==> config.mk <==
export PLATFORM = sky130hd
export DESIGN_NAME = dmem_wbuf
export DESIGN_NICKNAME = d
export VERILOG_FILES = /design/src/rtl/dmem_wbuf.sv
export SDC_FILE = /design/constraint.sdc
export NUM_CORES = 1
export LEC_CHECK = 0
export ABC_AREA = 1
export BUFFER_PORTS_ARGS = -buffer_cell sky130_fd_sc_hd__buf_2
export CAP_MARGIN = 25
export CELL_PAD_IN_SITES_DETAIL_PLACEMENT = 1
export CELL_PAD_IN_SITES_GLOBAL_PLACEMENT = 2
export CORE_MARGIN = 2
export CORE_UTILIZATION = 30
export DETAILED_ROUTE_END_ITERATION = 16
export PLACE_DENSITY_LB_ADDON = 0.05
export SETUP_SLACK_MARGIN = 0.05
export SYNTH_ARGS = -nofsm -noshare
export SYNTH_HDL_FRONTEND = slang
export SYNTH_SLANG_ARGS = --single-unit
==> constraint.sdc <==
create_clock -name clk -period 5.92 [get_ports clk]
set_input_delay 0.296 -clock clk [delete_from_list [all_inputs] [get_ports clk]]
set_output_delay 0.296 -clock clk [all_outputs]
set_load 0.005 [all_outputs]
==> src/rtl/dmem_wbuf.sv <==
// dmem_wbuf: posted-store write buffer between the core data port and a
// slow, handshaked data memory. Stores are queued in a circular FIFO and
// drained in order by a background FSM. Loads are forwarded from the youngest
// matching buffered store, or else stall the core while memory is read.
// Optional build macro WBUF_COALESCE_EN: a store hitting a buffered word
// (other than the one currently being written) overwrites it in place.
module dmem_wbuf #(
  parameter int DEPTH = 4
) (
  input  logic        clk,
  input  logic        reset,
  input  logic        cpu_we,
  input  logic        cpu_re,
  input  logic [31:0] cpu_addr,
  input  logic [31:0] cpu_wdata,
  output logic [31:0] cpu_rdata,
  output logic        cpu_stall,
  output logic        mem_req,
  output logic        mem_we,
  output logic [31:0] mem_addr,
  output logic [31:0] mem_wdata,
  input  logic        mem_ack,
  input  logic [31:0] mem_rdata
);

  localparam int AW = (DEPTH > 1) ? $clog2(DEPTH) : 1;
  localparam logic [AW:0]   CNT_FULL = (AW+1)'(DEPTH);
  localparam logic [AW:0]   CNT_ZERO = {(AW+1){1'b0}};
  localparam logic [AW:0]   CNT_ONE  = (AW+1)'(1'b1);
  localparam logic [AW-1:0] PTR_ONE  = AW'(1'b1);

  localparam logic [1:0] IDLE  = 2'd0;
  localparam logic [1:0] WRITE = 2'd1;
  localparam logic [1:0] READ  = 2'd2;
  localparam logic [1:0] RDONE = 2'd3;

  logic [29:0]   idx_r  [DEPTH];
  logic [31:0]   data_r [DEPTH];
  logic [AW-1:0] head_r, tail_r;
  logic [AW:0]   count_r;
  logic [1:0]    state_r;
  logic          mem_req_r, mem_we_r;
  logic [31:0]   mem_addr_r, mem_wdata_r, rdata_q_r;

  logic          hit_s, co_hit_s, ld_miss_s, wr_en_s, alloc_s, pop_s;
  logic [31:0]   hit_data_s, nxt_data_s;
  logic [AW-1:0] co_slot_s, wr_slot_s, nxt_slot_s;
  logic          unused_s;

  assign unused_s = ^cpu_addr[1:0];

  // Load forwarding: scan oldest to youngest so the youngest match wins.
  always_comb begin
    logic [AW-1:0] slot_v;
    hit_s      = 1'b0;
    hit_data_s = 32'd0;
    slot_v     = head_r;
    for (int k = 0; k < DEPTH; k++) begin
      slot_v = head_r + k[AW-1:0];
      if ((k < int'(count_r)) && (idx_r[slot_v] == cpu_addr[31:2])) begin
        hit_s      = 1'b1;
        hit_data_s = data_r[slot_v];
      end else begin
        hit_s      = hit_s;
      end
    end
  end

`ifdef WBUF_COALESCE_EN
  // Store coalescing target: youngest match, skipping the entry being written.
  always_comb begin
    logic [AW-1:0] slot_v;
    co_hit_s  = 1'b0;
    co_slot_s = tail_r;
    slot_v    = head_r;
    for (int k = 0; k < DEPTH; k++) begin
      slot_v = head_r + k[AW-1:0];
      if ((k < int'(count_r)) && !((k == 0) && (state_r == WRITE)) &&
          (idx_r[slot_v] == cpu_addr[31:2]) && cpu_we) begin
        co_hit_s  = 1'b1;
        co_slot_s = slot_v;
      end else begin
        co_hit_s  = co_hit_s;
      end
    end
  end
`else
  // Coalescing disabled: every store allocates a fresh entry.
  always_comb begin
    co_hit_s  = 1'b0;
    co_slot_s = tail_r;
  end
`endif

  // Core-side handshake, buffer write/pop strobes and next-head data forwarding.
  always_comb begin
    ld_miss_s = cpu_re && !cpu_we && !hit_s;
    wr_en_s   = cpu_we && (co_hit_s || (count_r != CNT_FULL));
    alloc_s   = cpu_we && !co_hit_s && (count_r != CNT_FULL);
    wr_slot_s = co_hit_s ? co_slot_s : tail_r;
    pop_s     = (state_r == WRITE) && mem_req_r && mem_ack;
    if (cpu_we) begin
      cpu_stall = (count_r == CNT_FULL) && !co_hit_s;
    end else if (cpu_re) begin
      cpu_stall = !hit_s && (state_r != RDONE);
    end else begin
      cpu_stall = 1'b0;
    end
    if (state_r == RDONE) begin
      cpu_rdata = rdata_q_r;
    end else if (hit_s) begin
      cpu_rdata = hit_data_s;
    end else begin
      cpu_rdata = rdata_q_r;
    end
    // Entry that will be presented next; a same-cycle coalesce into it must win.
    nxt_slot_s = (state_r == WRITE) ? (head_r + PTR_ONE) : head_r;
    if (wr_en_s && (wr_slot_s == nxt_slot_s)) begin
      nxt_data_s = cpu_wdata;
    end else begin
      nxt_data_s = data_r[nxt_slot_s];
    end
  end

  // Entry storage: contents need no reset, validity comes from count_r.
  always_ff @(posedge clk) begin
    if (wr_en_s) begin
      idx_r[wr_slot_s]  <= cpu_addr[31:2];
      data_r[wr_slot_s] <= cpu_wdata;
    end
  end

  // FIFO pointers and occupancy; a store and a pop together leave count unchanged.
  always_ff @(posedge clk or posedge reset) begin
    if (reset) begin
      head_r  <= {AW{1'b0}};
      tail_r  <= {AW{1'b0}};
      count_r <= CNT_ZERO;
    end else begin
      if (pop_s)   head_r <= head_r + PTR_ONE;
      if (alloc_s) tail_r <= tail_r + PTR_ONE;
      count_r <= count_r + {{AW{1'b0}}, alloc_s} - {{AW{1'b0}}, pop_s};
    end
  end

  // Drain/read FSM with registered memory-side outputs held until ack.
  always_ff @(posedge clk or posedge reset) begin
    if (reset) begin
      state_r     <= IDLE;
      mem_req_r   <= 1'b0;
      mem_we_r    <= 1'b0;
      mem_addr_r  <= 32'd0;
      mem_wdata_r <= 32'd0;
      rdata_q_r   <= 32'd0;
    end else begin
      case (state_r)
        IDLE: begin
          if (ld_miss_s) begin
            state_r    <= READ;
            mem_req_r  <= 1'b1;
            mem_we_r   <= 1'b0;
            mem_addr_r <= {cpu_addr[31:2], 2'b00};
          end else if (count_r != CNT_ZERO) begin
            state_r     <= WRITE;
            mem_req_r   <= 1'b1;
            mem_we_r    <= 1'b1;
            mem_addr_r  <= {idx_r[nxt_slot_s], 2'b00};
            mem_wdata_r <= nxt_data_s;
          end else begin
            state_r   <= IDLE;
            mem_req_r <= 1'b0;
          end
        end
        WRITE: begin
          if (mem_ack) begin
            if (ld_miss_s) begin
              state_r    <= READ;
              mem_req_r  <= 1'b1;
              mem_we_r   <= 1'b0;
              mem_addr_r <= {cpu_addr[31:2], 2'b00};
            end else if (count_r > CNT_ONE) begin
              state_r     <= WRITE;
              mem_req_r   <= 1'b1;
              mem_we_r    <= 1'b1;
              mem_addr_r  <= {idx_r[nxt_slot_s], 2'b00};
              mem_wdata_r <= nxt_data_s;
            end else begin
              state_r   <= IDLE;
              mem_req_r <= 1'b0;
            end
          end
        end
        READ: begin
          if (mem_ack) begin
            rdata_q_r <= mem_rdata;
            mem_req_r <= 1'b0;
            state_r   <= RDONE;
          end
        end
        RDONE: begin
          state_r   <= IDLE;
          mem_req_r <= 1'b0;
        end
        default: begin
          state_r   <= IDLE;
          mem_req_r <= 1'b0;
        end
      endcase
    end
  end

  assign mem_req   = mem_req_r;
  assign mem_we    = mem_we_r;
  assign mem_addr  = mem_addr_r;
  assign mem_wdata = mem_wdata_r;

endmodule

==> metrics.txt, run 1 <==
net count of the finished layout 3,697; distinct cell type count of the synthesized netlist 35; CP Data Arrival Time 5.03 ns; Tmin final 5.32 ns; type of the worst setup path flop to output pin; number of endpoints with negative hold slack in the final report 0; share of async-settable or async-resettable flops after synthesis 0.297; largest vdd supply drop 0.452 mV; switching pwr 8.61 mW; average detailed-routed wire length per instance 21.3 um; largest buffer count on any clock path 3; Seq/Total Area, Yosys 0.420; clock tree from TritonCTS done; post-CTS clock slew at the launch and capture registers of the worst setup and hold paths 0.06 ns; Top Ports 200; top cell type by total area after synthesis edfxtp_1; Critical Path Most Common Cell nand2_1; number of detailed-routing iterations run before antenna repair 5; vias in the first global route 24,897; Critical Path Start head_r[0]$_DFFE_PP0P_; final clock period utilization by the worst path 0.899; Post-Syn Area 24,000 sq um; Total Routed Length 99,800 um; relative contribution of the clock network to total power 0.183; detailed-route vias per instance 5.11; power density of the placed cells 597 nW/um^2; crit-path cells inv_4, buf_4, nand2_1, nand2_1, nand2_1, nand3_1, nand2_1, nor2_1, nand2_1, nor2_1, nand2_1, nor2_4, buf_4, inv_1, buf_4, nand2_1, nand3_1, nand2_1, nand2_1, nand2_1, buf_2; mean post-synth cell area 7.01 sq um; endpoint type of the worst setup path output pin; Worst-Margin Slew 1.06 ns; worst clock skew 0.0245 ns; DRC violation total after the first TritonRoute iteration 1,337; post-route setup TNS 0 ns; global-route wire length before repair 152,000 um; share of Yosys cell area claimed by the top area cell type 0.310; row cnt 103; number of maximum-capacitance constraint violations 0; Worst Hold Slack 0.0152 ns; dominant synthesized flop cell edfxtp_1; global placer's final weighted congestion 0.828; Highest Clock Rate 0.188 GHz; number of buffers added by the clock tree synthesis step 48; required time at the endpoint of the critical path 5.62 ns; reg-to-reg critical path startpoint head_r[1]$_DFFE_PP0P_; number of enable-type register cells in the synthesized netlist 248; clock root buffer master clkbuf_16; total setup violations reported at the end of the flow 0; sequential cell fraction of total power 0.231; slowest stage delay, CP 0.60 ns; number of antenna violations at the first check in global routing 5; core area 79,100 sq um; Tightest Hold Check Type primary input to flop; starting density of the core 0.303; result of the run completed; antenna viol nets, final 0; largest cells by area after synthesis edfxtp_1 31%, nand2_1 23%, dfrtp_1 11%, nand3_1 6.9%, o21ai_0 5.6%; Crit Path Max Fanout 56; overall global routing resource usage 0.241; internal power component 8.42 mW; pins over their slew limit 0; Resize count post-CTS 0; Lkg Pwr 13.7 nW; YS warnings 0; Remaining DRCs 0; flop and latch count out of synthesis 353; share of post-route cells with drive strength above 1 0.117; worst skew pair latency 0.62 ns; Port-buffer cells 195; area growth from synthesis to layout 18.9%; fraction of power spent switching nets 0.506; combinational share of power 0.586; H-tree levels 2; overflow left after global routing 0; total setup buffers inserted after CTS 0; maximum number of pins on one net before global-route repair 99; slowest stage cell, crit path buf_4; Vert. Die Dim 287 um; unrepaired setup endpoints after global routing no; x dimension of the die 287 um; number of clock sinks 353; hold_sp cpu_addr[26]; number of instances in the synthesized netlist 3,421; vias after detailed routing 23,894; DP HPWL 65,100 um; number of inserted filler cells in the final layout 9,855; Rel. slew slack 0.296; die area 82,300 sq um; critical path startpoint category flop
final cells by class:
| class | instances | area [sq um] | area share |
|---|---|---|---|
| Multi-Input combinational cell | 2676 | 12400 | 0.435 |
| Sequential cell | 353 | 10100 | 0.353 |
| Timing Repair Buffer | 326 | 2340 | 0.0820 |
| Clock buffer | 68 | 1410 | 0.0494 |
| Tap cell | 1050 | 1310 | 0.0461 |
| Inverter | 181 | 689 | 0.0242 |
| Clock inverter | 22 | 282 | 0.00987 |
| Antenna cell | 3 | 7.51 | 0.000263 |
power groups by stage:
stage / Clock [mW] / Combinational, mW / Sequential (mW)
after floorplan: 0 / 6.56 / 3.83
after global placement: 0 / 9.69 / 3.95
after detailed placement: 0 / 9.95 / 3.98
after CTS: 3.19 / 10.0 / 3.94
after global routing: 3.29 / 11.3 / 4.03
final: 3.12 / 9.97 / 3.94
cell families after synthesis:
family | Yosys count | share of synthesized area
adder cells (fa/ha/maj) | 10 | 0.00553
XOR/XNOR | 12 | 0.00438
flip-flops | 353 | 0.420
multiplexers | 126 | 0.0542
AO/OA/AOI/OAI | 410 | 0.0920
buffers and inverters | 393 | 0.0672
other | 1 | 0.000156
AND/OR/NAND/NOR | 2116 | 0.357
stage by stage:
| stage | util | instances | worst slack (ns) | area, sq um | power [mW] |
|---|---|---|---|---|---|
| final | 0.361 | 4679 | 0.595 | 28500 | 17.0 |
| after CTS | 0.359 | 4672 | 0.420 | 28400 | 17.2 |
| after global placement | 0.328 | 4507 | 1.14 | 26000 | 13.6 |
| after floorplan | - | 3422 | 2.05 | 24000 | 10.4 |
| after global routing | 0.360 | 4676 | 0.173 | 28500 | 18.6 |
| after detailed placement | 0.329 | 4509 | 1.10 | 26000 | 13.9 |
worst paths after layout:
kind | endpoint | slack, ns | cells after the start
min reg2reg | mem_wdata[10]$_DFFE_PP0P_ | 0.49 | 2
min | idx_r[0][24]$_DFFE_PP_ | 0.02 | 1
min in group asynchronous | mem_wdata[23]$_DFFE_PP0P_ | 0.13 | 3
max | cpu_rdata[4] | 0.60 | 21
max in group asynchronous | head_r[1]$_DFFE_PP0P_ | 4.53 | 5
max reg2reg | mem_wdata[20]$_DFFE_PP0P_ | 1.23 | 17
critical path: cells and delay by family, from the launching register on:
family	cells	cell delay [ns]
buffers and inverters	6	1.94
DFF	1	0.58
and+or+nand+nor	15	1.79
timing repair:
action                                 in CTS  in global routing
setup endpoints to repair                   0                  0
hold buffers                               73                  0
endpoints found under the hold margin     254                  0
Yosys cell counts (all sizes together), types with 60 or more instances:
master and number:
inv 181, o21ai 305, buf 100, edfxtp 248
nor2 265, nand3 334, clkbuf 112, nand2 1451
mux2i 94, a21oi 60, dfrtp 105
cell usage in the layout, fill, tap and decap left out, types with 4 or more instances in the layout:
cell type	synthesis	final
or2_2	32	32
buf_2	76	195
nor2_4	2	7
mux2_2	32	32
a21oi_1	60	60
clkinv_1	0	4
clkbuf_16	0	51
ha_1	9	9
clkinv_2	0	9
nor2_1	259	254
inv_1	177	174
bufinv_16	0	5
buf_12	0	11
clkbuf_8	0	7
o22ai_1	18	18
nand3_1	333	332
dlygate4sd3_1	0	73
nand4_1	32	32
o21ai_0	270	269
buf_4	7	44
nand2_1	1450	1446
edfxtp_1	248	248
nor2_2	4	4
xor2_1	12	12
o21ai_1	35	35
mux2i_1	94	94
a32o_1	23	23
dfrtp_1	105	103
clkbuf_1	112	10
registers in the layout, summed over array words and instances (netlist names):
register,cells
idx_r,120
mem_wdata,32
rdata_q_r,32
mem_req,1
mem_we,1
head_r,2
co_slot_s,2
data_r,128
count_r,3
state_r,2
mem_addr,30
routing by layer:
layer	vias up	GRT usage	wire, um
li1	11556	-	-
met1	11771	0.321	46000
met2	444	0.410	47000
met3	119	0.0390	4800
met4	4	0.0564	1960
met5	-	0	22
(Power assumes the default switching activity.)
==> inputs of run 2 (changes only) <==
CORE_ASPECT_RATIO = 0.6   (was default)
==> run 2 against run 1 <==
Compared with the run above:
- maximum frequency up 5.4%
- global-route usage up 0.34 points
- sequential power down 2%
- register-to-register slack better by 0.27 ns
- flip-flop and latch count unchanged
- count of clock-buffer cells in the layout down 12
- cell area down 0.74%
- combinational power about the same
- setup slack better by 0.27 ns
- non-clock buffer count down 8
==> metrics.txt, run 2 (same netlist as run 1, synthesis figures left out) <==
Port-buffer cells 195 (unchanged); critical path startpoint category flop; power density of the placed cells 604 nW/um^2 (+1.2%); crit-path cells inv_4, nand2_1, nand2_4, nand2_1, nand2_1, nand2_1, nand2_1, nor2_1, nand2_1, nor2_1, nand2_1, nor2_2, inv_2, buf_4, nand2_1, inv_1, nand2_1, nand2_1, nand2_1, buf_2; overflow left after global routing 0 (unchanged); Worst Hold Slack 0.0309 ns (+0.0157 ns); Lkg Pwr 13.6 nW (-0.69%); sequential cell fraction of total power 0.226 (-0.005); vias in the first global route 24,149 (-3.0%); post-CTS clock slew at the launch and capture registers of the worst setup and hold paths 0.07 ns (about the same); detailed-route vias per instance 5.15 (+0.95%); worst clock skew 0.0152 ns (-0.00933 ns); Total Routed Length 102,000 um (+2.0%); Non-Filler Cell Area, Final 28,300 sq um (-0.74%); core area 79,400 sq um (+0.31%); global-route wire length before repair 153,000 um (+0.65%); CP Data Arrival Time 4.76 ns (-0.27 ns); number of buffers added by the clock tree synthesis step 42 (-13%); dpl cell area 26,100 sq um (+0.33%); vias after detailed routing 24,084 (+0.80%); final clock period utilization by the worst path 0.853 (-0.0462); DRC violation total after the first TritonRoute iteration 1,535 (+15%); relative contribution of the clock network to total power 0.171 (-0.012); largest buffer count on any clock path 3 (unchanged); register name with the most flops data_r; number of antenna diodes 0 (-3); clock tree from TritonCTS done; Remaining DRCs 0 (unchanged); number of detailed-routing iterations run before antenna repair 5 (unchanged); Tightest Hold Check Type primary input to flop; DP HPWL 68,500 um (+5.2%); number of maximum-capacitance constraint violations 0 (unchanged); clock root buffer master clkbuf_16; internal power component 8.28 mW (-1.7%); largest vdd supply drop 0.418 mV (-7.4%); x dimension of the die 369 um (+29%); row cnt 80 (-22%); Crit Path Max Fanout 65 (+16%); overall global routing resource usage 0.245 (+0.00337); maximum number of pins on one net before global-route repair 174 (+76%); total setup violations reported at the end of the flow 0 (unchanged); number of antenna violations at the first check in global routing 2 (-3); Critical Path Most Common Cell nand2_1; Top Ports 200 (unchanged); type of the worst setup path flop to output pin; starting density of the core 0.302 (-0.000946); required time at the endpoint of the critical path 5.62 ns (about the same); combinational share of power 0.603 (+0.017); dpl cells 4,525 (+0.35%); worst skew pair latency 0.60 ns (-0.02 ns); Highest Clock Rate 0.198 GHz (+5.4%); share of post-route cells with drive strength above 1 0.115 (-0.00129); switching pwr 8.84 mW (+2.6%); count of placed standard cells in the final layout, fillers left out 4,672 (-0.15%); endpoint type of the worst setup path output pin; most common cell after layout, fill and taps aside nand2_1; slowest stage cell, crit path nand2_4; Vert. Die Dim 223 um (-22%); largest registers data_r: 128 flops, idx_r: 120 flops; unrepaired setup endpoints after global routing no; global placer's final weighted congestion 0.846 (+2.2%); Worst-Margin Slew 0.973 ns (-0.0835 ns); result of the run completed; area growth from synthesis to layout 18.0%; number of flip-flops in the largest register 128 (unchanged); number of clock sinks 353 (unchanged); average detailed-routed wire length per instance 21.8 um (+2.1%); antenna viol nets, final 0 (unchanged); slowest stage delay, CP 0.69 ns (+0.09 ns); post-route setup TNS 0 ns (unchanged); fraction of power spent switching nets 0.516 (+0.0106); net count of the finished layout 3,683 (-0.38%); Tmin final 5.05 ns (-0.274 ns); Rel. slew slack 0.351 (+0.0550); pins over their slew limit 0 (unchanged); overall power 17.1 mW (+0.48%); die area 82,300 sq um (about the same); number of endpoints with negative hold slack in the final report 0 (unchanged); H-tree levels 2 (unchanged); most frequent cells in the layout 1,446 x nand2_1, 332 x nand3_1, 269 x o21ai_0
[run 2: cell count changes in the layout (fill, tap and decap cells not counted), sizes merged]
cell	previous run	this run
clkbuf	68	56
inv	180	181
dlygate4sd3	73	68
bufinv	5	4
buf	253	250
diode	3	0
[run 2: power groups by stage]
stage	Sequential [mW]	Combinational (mW)	Clock, mW
floorplan	3.83	6.56	0
global placement	3.88	9.98	0
detailed placement	3.91	10.2	0
CTS	3.87	10.3	3.01
global route	3.96	11.5	3.08
finish	3.87	10.3	2.93
[run 2: layout make-up]
type                    instances  area (sq um)
inverters                     181           689
repair buffers                318          2280
clock buffers                  56          1320
fillers                      9788         51100
multi-input cells            2676         12400
clock inverters                22           221
flip-flops and latches        353         10100
well taps                    1066          1330
[run 2: path summary, 6_finish.rpt]
check	from	endpoint	slack, ns	depth (start not counted)
worst max-delay path	head_r[0]$_DFFE_PP0P_	cpu_rdata[26]	0.87	20
worst min-delay path	cpu_addr[19]	idx_r[1][17]$_DFFE_PP_	0.03	1
worst max register to register	head_r[0]$_DFFE_PP0P_	mem_wdata[21]$_DFFE_PP0P_	1.50	20
worst min register to register	mem_wdata[6]$_DFFE_PP0P_	mem_wdata[6]$_DFFE_PP0P_	0.49	2
max in group asynchronous	reset	mem_addr[20]$_DFFE_PP0P_	4.21	4
min in group asynchronous	reset	rdata_q_r[25]$_DFFE_PP0P_	0.40	3
[run 2: metrics by stage]
step | util | setup slack (ns)
6_report | 0.357 | 0.869
3_5_place_dp | 0.329 | 1.44
4_1_cts | 0.356 | 0.766
2_1_floorplan | - | 2.05
3_3_place_gp | 0.328 | 1.50
5_1_grt | 0.357 | 0.422
[run 2: critical path, delay by kind of cell, from the launching register on]
kind                   cells  cell delay, ns
and+or+nand+nor           15            2.21
buffers and inverters      5            1.37
DFF                        1            0.53
[run 2: timing repair]
action	4_1_cts	5_1_grt
hold endpoints to repair	220	0
gates resized for setup	0	0
setup buffers	0	0
hold buffers	68	0
[run 2: per-layer routing]
layer / vias up / share of wire / GRT usage
met5: - / 0.00096 / 0.00874
met2: 507 / 0.40 / 0.349
met4: 2 / 0.014 / 0.0437
li1: 11513 / - / -
met1: 11956 / 0.53 / 0.385
met3: 106 / 0.052 / 0.0385
